--- src/rtl/match_filter_ctrl_if.sv ---
// Serial register bus carrying configuration writes into match_filter_ctrl.
//
// Handshake: serial_strobe is a one-cycle write qualifier. serial_addr and
// serial_data are valid only in a cycle where serial_strobe is high, and the
// write is taken on the rising clock edge that ends that cycle. There is no
// ready or back-pressure: the slave accepts every strobed write.
interface match_filter_ctrl_if;
    logic [6:0]  serial_addr;
    logic [31:0] serial_data;
    logic        serial_strobe;

    // Bus driver (register bus host).
    modport master (
        output serial_addr,
        output serial_data,
        output serial_strobe
    );

    // Bus receiver (the configuration sequencer).
    modport slave (
        input serial_addr,
        input serial_data,
        input serial_strobe
    );
endinterface

--- src/rtl/match_filter_ctrl.sv ---
// Configuration sequencer and result monitor for the receive-path match filter.
// Collects eight shadow coefficient/control words from the serial bus, and on
// commit waits for a quiet gap in the sample stream before replaying them into
// the filter through cdata/cstate/cwrite while rxstrobe is gated off.
// Also keeps saturating counts of matches and of strobes dropped during loads.
module match_filter_ctrl #(
    parameter logic [6:0] BASE_ADDR = 7'd64,
    parameter int         HOLDOFF   = 8,
    parameter int         MAX_WAIT  = 1024
) (
    input  logic                clk,
    input  logic                reset,
    match_filter_ctrl_if.slave  sbus,
    input  logic                rxstrobe_in,
    output logic                rxstrobe_out,
    output logic [31:0]         cdata,
    output logic [2:0]          cstate,
    output logic                cwrite,
    input  logic                mf_valid,
    input  logic                mf_match,
    output logic                busy,
    output logic                load_done,
    output logic [15:0]         match_count,
    output logic [15:0]         dropped_count,
    output logic [1:0]          state_dbg
);

    localparam int QW = $clog2(HOLDOFF + 1);
    localparam int WW = (MAX_WAIT > 1) ? $clog2(MAX_WAIT) : 1;

    typedef enum logic [1:0] {
        ST_IDLE       = 2'd0,
        ST_WAIT_QUIET = 2'd1,
        ST_LOAD       = 2'd2,
        ST_DONE       = 2'd3
    } state_e;

    state_e          state_q, state_d;
    logic [31:0]     shadow_q [8];
    logic [31:0]     shadow_d [8];
    logic            enable_q, enable_d;
    logic            pending_q, pending_d;
    logic [QW-1:0]   quiet_cnt_q, quiet_cnt_d;
    logic [WW-1:0]   wait_cnt_q, wait_cnt_d;
    logic [2:0]      load_idx_q, load_idx_d;
    logic [31:0]     cdata_q, cdata_d;
    logic [2:0]      cstate_q, cstate_d;
    logic            cwrite_q, cwrite_d;
    logic [15:0]     match_count_q, match_count_d;
    logic [15:0]     dropped_count_q, dropped_count_d;

    logic [6:0]      addr_off;
    logic            shadow_wr;
    logic            ctrl_wr;
    logic            commit;
    logic            clear_cnt;
    logic            quiet_ok;
    logic            wait_expired;
    logic [2:0]      next_idx;

    // Decode the register bus: shadow words at offsets 0..7, control at 8.
    always_comb begin
        addr_off  = sbus.serial_addr - BASE_ADDR;
        shadow_wr = sbus.serial_strobe && (addr_off < 7'd8);
        ctrl_wr   = sbus.serial_strobe && (addr_off == 7'd8);
        commit    = ctrl_wr && sbus.serial_data[0];
        clear_cnt = ctrl_wr && sbus.serial_data[2];
    end

    // Shadow words and the latched enable bit; shadow writes land even mid-load.
    always_comb begin
        for (int i = 0; i < 8; i++) begin
            shadow_d[i] = shadow_q[i];
        end
        enable_d = enable_q;
        if (shadow_wr) begin
            shadow_d[addr_off[2:0]] = sbus.serial_data;
        end
        if (ctrl_wr) begin
            enable_d = sbus.serial_data[1];
        end
    end

    // Quiet-gap tracker. quiet_cnt_d counts strobe-free cycles up to and
    // including the current one; the load may start once the cycle after
    // this one would complete HOLDOFF strobe-free cycles since the last strobe,
    // so a strobe stream with period 2*HOLDOFF fits a full load between strobes.
    always_comb begin
        if (rxstrobe_in) begin
            quiet_cnt_d = '0;
        end else if (quiet_cnt_q == QW'(HOLDOFF)) begin
            quiet_cnt_d = quiet_cnt_q;
        end else begin
            quiet_cnt_d = quiet_cnt_q + QW'(1);
        end
        quiet_ok     = (quiet_cnt_d >= QW'(HOLDOFF - 1));
        wait_expired = (wait_cnt_q == WW'(MAX_WAIT - 1));
    end

    // Load sequencer: next state plus registered cdata/cstate/cwrite values.
    // Words go out as 1..7 then 0, so the control word in shadow[0] is applied last.
    always_comb begin
        state_d    = state_q;
        pending_d  = pending_q;
        wait_cnt_d = wait_cnt_q;
        load_idx_d = load_idx_q;
        cdata_d    = cdata_q;
        cstate_d   = 3'd0;
        cwrite_d   = 1'b0;
        next_idx   = load_idx_q + 3'd1;

        case (state_q)
            ST_IDLE: begin
                wait_cnt_d = '0;
                if (commit) begin
                    state_d = ST_WAIT_QUIET;
                end
            end
            ST_WAIT_QUIET: begin
                if (commit) begin
                    pending_d = 1'b1;
                end
                wait_cnt_d = wait_cnt_q + WW'(1);
                if (quiet_ok || wait_expired) begin
                    state_d    = ST_LOAD;
                    load_idx_d = 3'd1;
                    cwrite_d   = 1'b1;
                    cstate_d   = 3'd1;
                    cdata_d    = shadow_q[1];
                end
            end
            ST_LOAD: begin
                if (commit) begin
                    pending_d = 1'b1;
                end
                // load_idx_q is the word currently presented; word 0 is the last.
                if (load_idx_q == 3'd0) begin
                    state_d = ST_DONE;
                end else begin
                    load_idx_d = next_idx;
                    cwrite_d   = 1'b1;
                    cstate_d   = next_idx;
                    cdata_d    = shadow_q[next_idx];
                end
            end
            ST_DONE: begin
                wait_cnt_d = '0;
                if (pending_q || commit) begin
                    pending_d = 1'b0;
                    state_d   = ST_WAIT_QUIET;
                end else begin
                    state_d   = ST_IDLE;
                end
            end
            default: begin
                state_d = ST_IDLE;
            end
        endcase
    end

    // Saturating match and dropped-strobe counters; clear beats increment.
    always_comb begin
        match_count_d   = match_count_q;
        dropped_count_d = dropped_count_q;
        if (clear_cnt) begin
            match_count_d   = '0;
            dropped_count_d = '0;
        end else begin
            if (enable_q && mf_valid && mf_match && (match_count_q != 16'hFFFF)) begin
                match_count_d = match_count_q + 16'd1;
            end
            if (enable_q && rxstrobe_in && (state_q == ST_LOAD) &&
                (dropped_count_q != 16'hFFFF)) begin
                dropped_count_d = dropped_count_q + 16'd1;
            end
        end
    end

    // State and datapath registers; reset aborts any load in progress at once.
    always_ff @(posedge clk or negedge reset) begin
        if (!reset) begin
            state_q         <= ST_IDLE;
            for (int i = 0; i < 8; i++) begin
                shadow_q[i] <= '0;
            end
            enable_q        <= 1'b0;
            pending_q       <= 1'b0;
            quiet_cnt_q     <= '0;
            wait_cnt_q      <= '0;
            load_idx_q      <= 3'd0;
            cdata_q         <= '0;
            cstate_q        <= 3'd0;
            cwrite_q        <= 1'b0;
            match_count_q   <= '0;
            dropped_count_q <= '0;
        end else begin
            state_q         <= state_d;
            for (int i = 0; i < 8; i++) begin
                shadow_q[i] <= shadow_d[i];
            end
            enable_q        <= enable_d;
            pending_q       <= pending_d;
            quiet_cnt_q     <= quiet_cnt_d;
            wait_cnt_q      <= wait_cnt_d;
            load_idx_q      <= load_idx_d;
            cdata_q         <= cdata_d;
            cstate_q        <= cstate_d;
            cwrite_q        <= cwrite_d;
            match_count_q   <= match_count_d;
            dropped_count_q <= dropped_count_d;
        end
    end

    // Output mapping. busy drops in DONE unless another reload is queued.
    always_comb begin
        rxstrobe_out  = rxstrobe_in && enable_q && (state_q != ST_LOAD);
        cdata         = cdata_q;
        cstate        = cstate_q;
        cwrite        = cwrite_q;
        load_done     = (state_q == ST_DONE);
        busy          = (state_q == ST_WAIT_QUIET) || (state_q == ST_LOAD) ||
                        ((state_q == ST_DONE) && pending_q);
        match_count   = match_count_q;
        dropped_count = dropped_count_q;
        state_dbg     = state_q;
    end

endmodule
--- src/flat_wrapper.sv ---
// flat-port wrapper written by rule: the top's interface ports become plain ports
module match_filter_ctrl_flat 
#(
    parameter logic [6:0] BASE_ADDR = 7'd64,
    parameter int         HOLDOFF   = 8,
    parameter int         MAX_WAIT  = 1024
)
  (clk, reset, rxstrobe_in, rxstrobe_out, cdata, cstate, cwrite, mf_valid, mf_match, busy, load_done, match_count, dropped_count, state_dbg, sbus_serial_addr, sbus_serial_data, sbus_serial_strobe);
  match_filter_ctrl_if sbus_i ();
  input  logic clk;
  input  logic reset;
  input  logic rxstrobe_in;
  output logic rxstrobe_out;
  output logic [31:0] cdata;
  output logic [2:0] cstate;
  output logic cwrite;
  input  logic mf_valid;
  input  logic mf_match;
  output logic busy;
  output logic load_done;
  output logic [15:0] match_count;
  output logic [15:0] dropped_count;
  output logic [1:0] state_dbg;
  input wire logic [$bits(sbus_i.serial_addr)-1:0] sbus_serial_addr;
  input wire logic [$bits(sbus_i.serial_data)-1:0] sbus_serial_data;
  input wire logic [$bits(sbus_i.serial_strobe)-1:0] sbus_serial_strobe;
  assign sbus_i.serial_addr = sbus_serial_addr;
  assign sbus_i.serial_data = sbus_serial_data;
  assign sbus_i.serial_strobe = sbus_serial_strobe;
  match_filter_ctrl #(.BASE_ADDR(BASE_ADDR), .HOLDOFF(HOLDOFF), .MAX_WAIT(MAX_WAIT)) u_core (.clk(clk), .reset(reset), .sbus(sbus_i), .rxstrobe_in(rxstrobe_in), .rxstrobe_out(rxstrobe_out), .cdata(cdata), .cstate(cstate), .cwrite(cwrite), .mf_valid(mf_valid), .mf_match(mf_match), .busy(busy), .load_done(load_done), .match_count(match_count), .dropped_count(dropped_count), .state_dbg(state_dbg));
endmodule
--- config.mk ---
export PLATFORM = sky130hd
export DESIGN_NAME = match_filter_ctrl_flat
export DESIGN_NICKNAME = d
export VERILOG_FILES = /design/src/rtl/match_filter_ctrl_if.sv /design/src/rtl/match_filter_ctrl.sv /design/src/flat_wrapper.sv
export SDC_FILE = /design/constraint.sdc
export NUM_CORES = 1
export LEC_CHECK = 0
export BUFFER_PORTS_ARGS = -buffer_cell sky130_fd_sc_hd__buf_2
export CORE_MARGIN = 2
export CORE_UTILIZATION = 40
export DETAILED_ROUTE_END_ITERATION = 8
export HOLD_SLACK_MARGIN = 0.05
export PLACE_DENSITY = 0.59
export SYNTH_ARGS = -nofsm -noshare
export SYNTH_HDL_FRONTEND = slang
export SYNTH_SLANG_ARGS = --single-unit
export TNS_END_PERCENT = 30
--- constraint.sdc ---
create_clock -name clk -period 4.2 [get_ports clk]
set_input_delay 0.42 -clock clk [delete_from_list [all_inputs] [get_ports clk]]
set_output_delay 0.42 -clock clk [all_outputs]
set_load 0.02 [all_outputs]
==> results_dict.tcl <==
set metrics [dict create \
    status "finished, final reports clean" \
    cts_tree "yes" \
    drive_gt1_share_pct 36.5 \
    cp_max_fo 51 \
    synth_fp_nets 1333 \
    drt-pass1-iter-count 5 \
    dieHeight_um 206 \
    fp.coreArea_sq_um 39900 \
    fillCellCount 3602 \
    reg2reg_from "u_core.load_idx_q[0]" \
    clockRootBuffer "clkbuf_16" \
    synthTopCellsByArea "dfrtp_1 (53%), mux2_2 (20%), mux2i_1 (8.2%), nand3_1 (2.5%), a41o_1 (2.0%)" \
    routed_wl_um 38900 \
    top_usage_layer "met2" \
    synth_edf_count 0 \
    timing.final.crit_period_ns 3.03 \
    critPathLaunchType "register" \
    die_x_um 206 \
    critPathRequiredTime_ns 4.62 \
    finalSetupTns_ns 0 \
    grtUsageMet2_pct 30.9 \
    drv_slew 0 \
    worst_pin_slew_ns 1.14 \
    fp-row-count 73 \
    clkSinkCount 345 \
    relSlewSlack_pct 23.9 \
    critPathLaunch "u_core.load_idx_q[0]" \
    synth-warning-count 0 \
    end_kind "register" \
    hold_class "input pin to register" \
    hold_path_startpoint "rxstrobe_in" \
    synth_top_area_share_pct 53.1 \
    top_level_ports 118 \
    setup_viol 0 \
    crit_type "register to register" \
    vias 10600 \
    die_area_sq_um 42300 \
    utilization_pct 47.4 \
    wire_per_inst_um 20.1 \
    syn2layout_area_growth_pct 16.3 \
    fmax_mhz 330 \
    critPathMaxStageDelay_ns 0.67 \
    ys.flop_type "dfrtp_1" \
    syn-cell-area_sq_um 16300 \
    rrSetupSlack_ns 1.17 \
    cts_setup_buffers 0 \
    ys_seq_elements 345 \
    ir_worst_vdd_mv 0.413 \
    port_buffers 117 \
    leakage_nw 9.94 \
    initial_core_util_pct 40.7 \
    power_density_nw_per_um2 567 \
    ys_types 50 \
    worstRegToRegCells 8 \
    h-tree-depth 2 \
    grt_use_total_pct 19.0 \
    use_met1_pct 26.6 \
    cts_buffers 40 \
    synthCells 1276 \
    use_met3_pct 2.60 \
    syn_avg_cell_area_sq_um 12.7 \
    drt_iter0_drc 600 \
    nets 1436 \
    async_reset_ff_share_pct 100 \
    clockBufferDepth 3 \
    skew_ns 0.0174 \
    rsz0062_at_grt "no" \
    crit_chain "buf_4, inv_1, ha_4, buf_4, mux2i_1, a22oi_1, a41o_1, mux2_2" \
    routabilityCongestion 0.807 \
    antenna_found_initial 0 \
    hold_depth 2 \
    grt_max_degree 102 \
    grt_overflow 0 \
    routed_via_density 5.48 \
    grt_pass1_vias 10800 \
    post-place-cells 1861 \
    path_common_cell "buf_4" \
    dp_hpwl_um 23000 \
    ant_nets 0 \
    yosysSeqAreaShare_pct 53.1 \
    yosysTopAreaCell "dfrtp_1" \
    cp_data_arrival_time_ns 3.45 \
    grt_pass1_wl_um 62300 \
    fin_crit_sh_pct 72.1 \
    finalNonFillerCells 1936 \
    cpMaxStageDelayCell "buf_4" \
    clkSlewWorstSetupHoldPaths_ns 0.06 \
    drc 0 \
    clkLatencyLatePin_ns 0.55 \
    cap_violations 0 \
    hold_viol 0 \
]
cell families (layout without fill, tap and decap cells):
| kind of cell | after synthesis | in the layout | synth area share [%] |
|---|---|---|---|
| AND/OR/NAND/NOR | 259 | 259 | 8.18 |
| adder cells (fa/ha/maj) | 12 | 12 | 0.924 |
| other | 0 | 1 | 0 |
| flip-flops | 345 | 345 | 53.1 |
| buffers and inverters | 96 | 230 | 2.41 |
| AO/OA/AOI/OAI | 109 | 109 | 5.37 |
| multiplexers | 421 | 421 | 28.1 |
| XOR/XNOR | 34 | 34 | 1.83 |
state kept, by name, indices dropped and copies added (netlist names):
signal	count
u_core.shadow_q	256
u_core.cdata	32
u_core.dropped_count	16
u_core.match_count	16
u_core.wait_cnt_q	10
u_core.quiet_cnt_q	4
u_core.cstate	3
u_core.load_idx_q	3
u_core.state_dbg	2
u_core.cwrite	1
u_core.enable_q	1
u_core.pending_q	1
cells in the final DEF, fill, tap and decap left out, drive strengths merged, types with 4 or more instances in the layout:
cell type    n
and2         5
dfrtp      345
a21oi        5
o21ai       17
nand4       17
clkbuf      57
xnor2        5
xor2        29
and3         6
nor3         7
bufinv       4
buf        141
nor2b       39
inv         14
nand3       81
nand2       30
a41o        32
ha          12
mux2       288
nor2        53
a22oi       32
mux2i      133
clkinv      12
power breakdown:
group,internal [mW],switching (mW),total [mW]
Sequential,3.67,0.217,3.89
Combinational,1.33,1.87,3.20
Clock,2.25,1.38,3.63
Total,7.25,3.47,10.7
cell usage after synthesis (17+ instances only):
| library cell | count |
|---|---|
| a41o_1 | 32 |
| dfrtp_1 | 345 |
| nand4_1 | 17 |
| nor2_1 | 53 |
| nand2_1 | 30 |
| mux2_2 | 286 |
| o21ai_0 | 17 |
| a22oi_1 | 32 |
| mux2i_1 | 133 |
| nor2b_1 | 39 |
| buf_1 | 25 |
| nand3_1 | 81 |
| clkbuf_1 | 46 |
| xor2_1 | 29 |
critical path: cells and delay by family (launching register included):
kind,cells,cell delay (ns)
adder cells (fa/ha/maj),1,0.32
flip-flops,1,0.37
buffers and inverters,3,1.22
AO/OA/AOI/OAI,2,0.38
multiplexers,2,0.54
layout make-up:
| class | count | area (sq um) | share of cell area [%] |
|---|---|---|---|
| Inverter | 15 | 56.3 | 0.298 |
| Clock inverter | 16 | 194 | 1.03 |
| Tap cell | 525 | 657 | 3.47 |
| Sequential cell | 345 | 8630 | 45.7 |
| Antenna cell | 1 | 2.50 | 0.0132 |
| Clock buffer | 57 | 1210 | 6.39 |
| Multi-Input combinational cell | 835 | 7300 | 38.6 |
| Timing Repair Buffer | 142 | 848 | 4.49 |
routing by layer:
layer	share of wire [%]	vias up	routed length, um
li1	-	4867	-
met1	47	5506	18300
met2	47	191	18300
met3	3.9	48	1510
met4	1.8	0	687
met5	0	-	0
timing repair:
action / 4_1_cts / 5_1_grt
gates resized for setup: 0 / 0
hold buffers: 1 / 0
endpoints found under the hold margin: 95 / 0
metrics by stage:
step	power (mW)	setup WS [ns]	cell area (sq um)	hold WS [ns]
global route	11.3	1.01	18900	0.165
CTS	10.9	1.17	18900	0.136
floorplan	6.21	1.03	16300	0.124
finish	10.7	1.17	18900	0.174
detailed placement	7.18	1.17	17500	0.480
global placement	7.12	1.24	17500	0.471
worst paths after layout:
kind                                              end
worst max-delay path                 u_core.cdata[30]
worst min-delay path            u_core.quiet_cnt_q[0]
worst max register to register       u_core.cdata[30]
worst min register to register        u_core.cdata[8]
min in group asynchronous        u_core.wait_cnt_q[6]
max in group asynchronous         u_core.shadow_q[13]
Power figures use the tool's default switching activity.
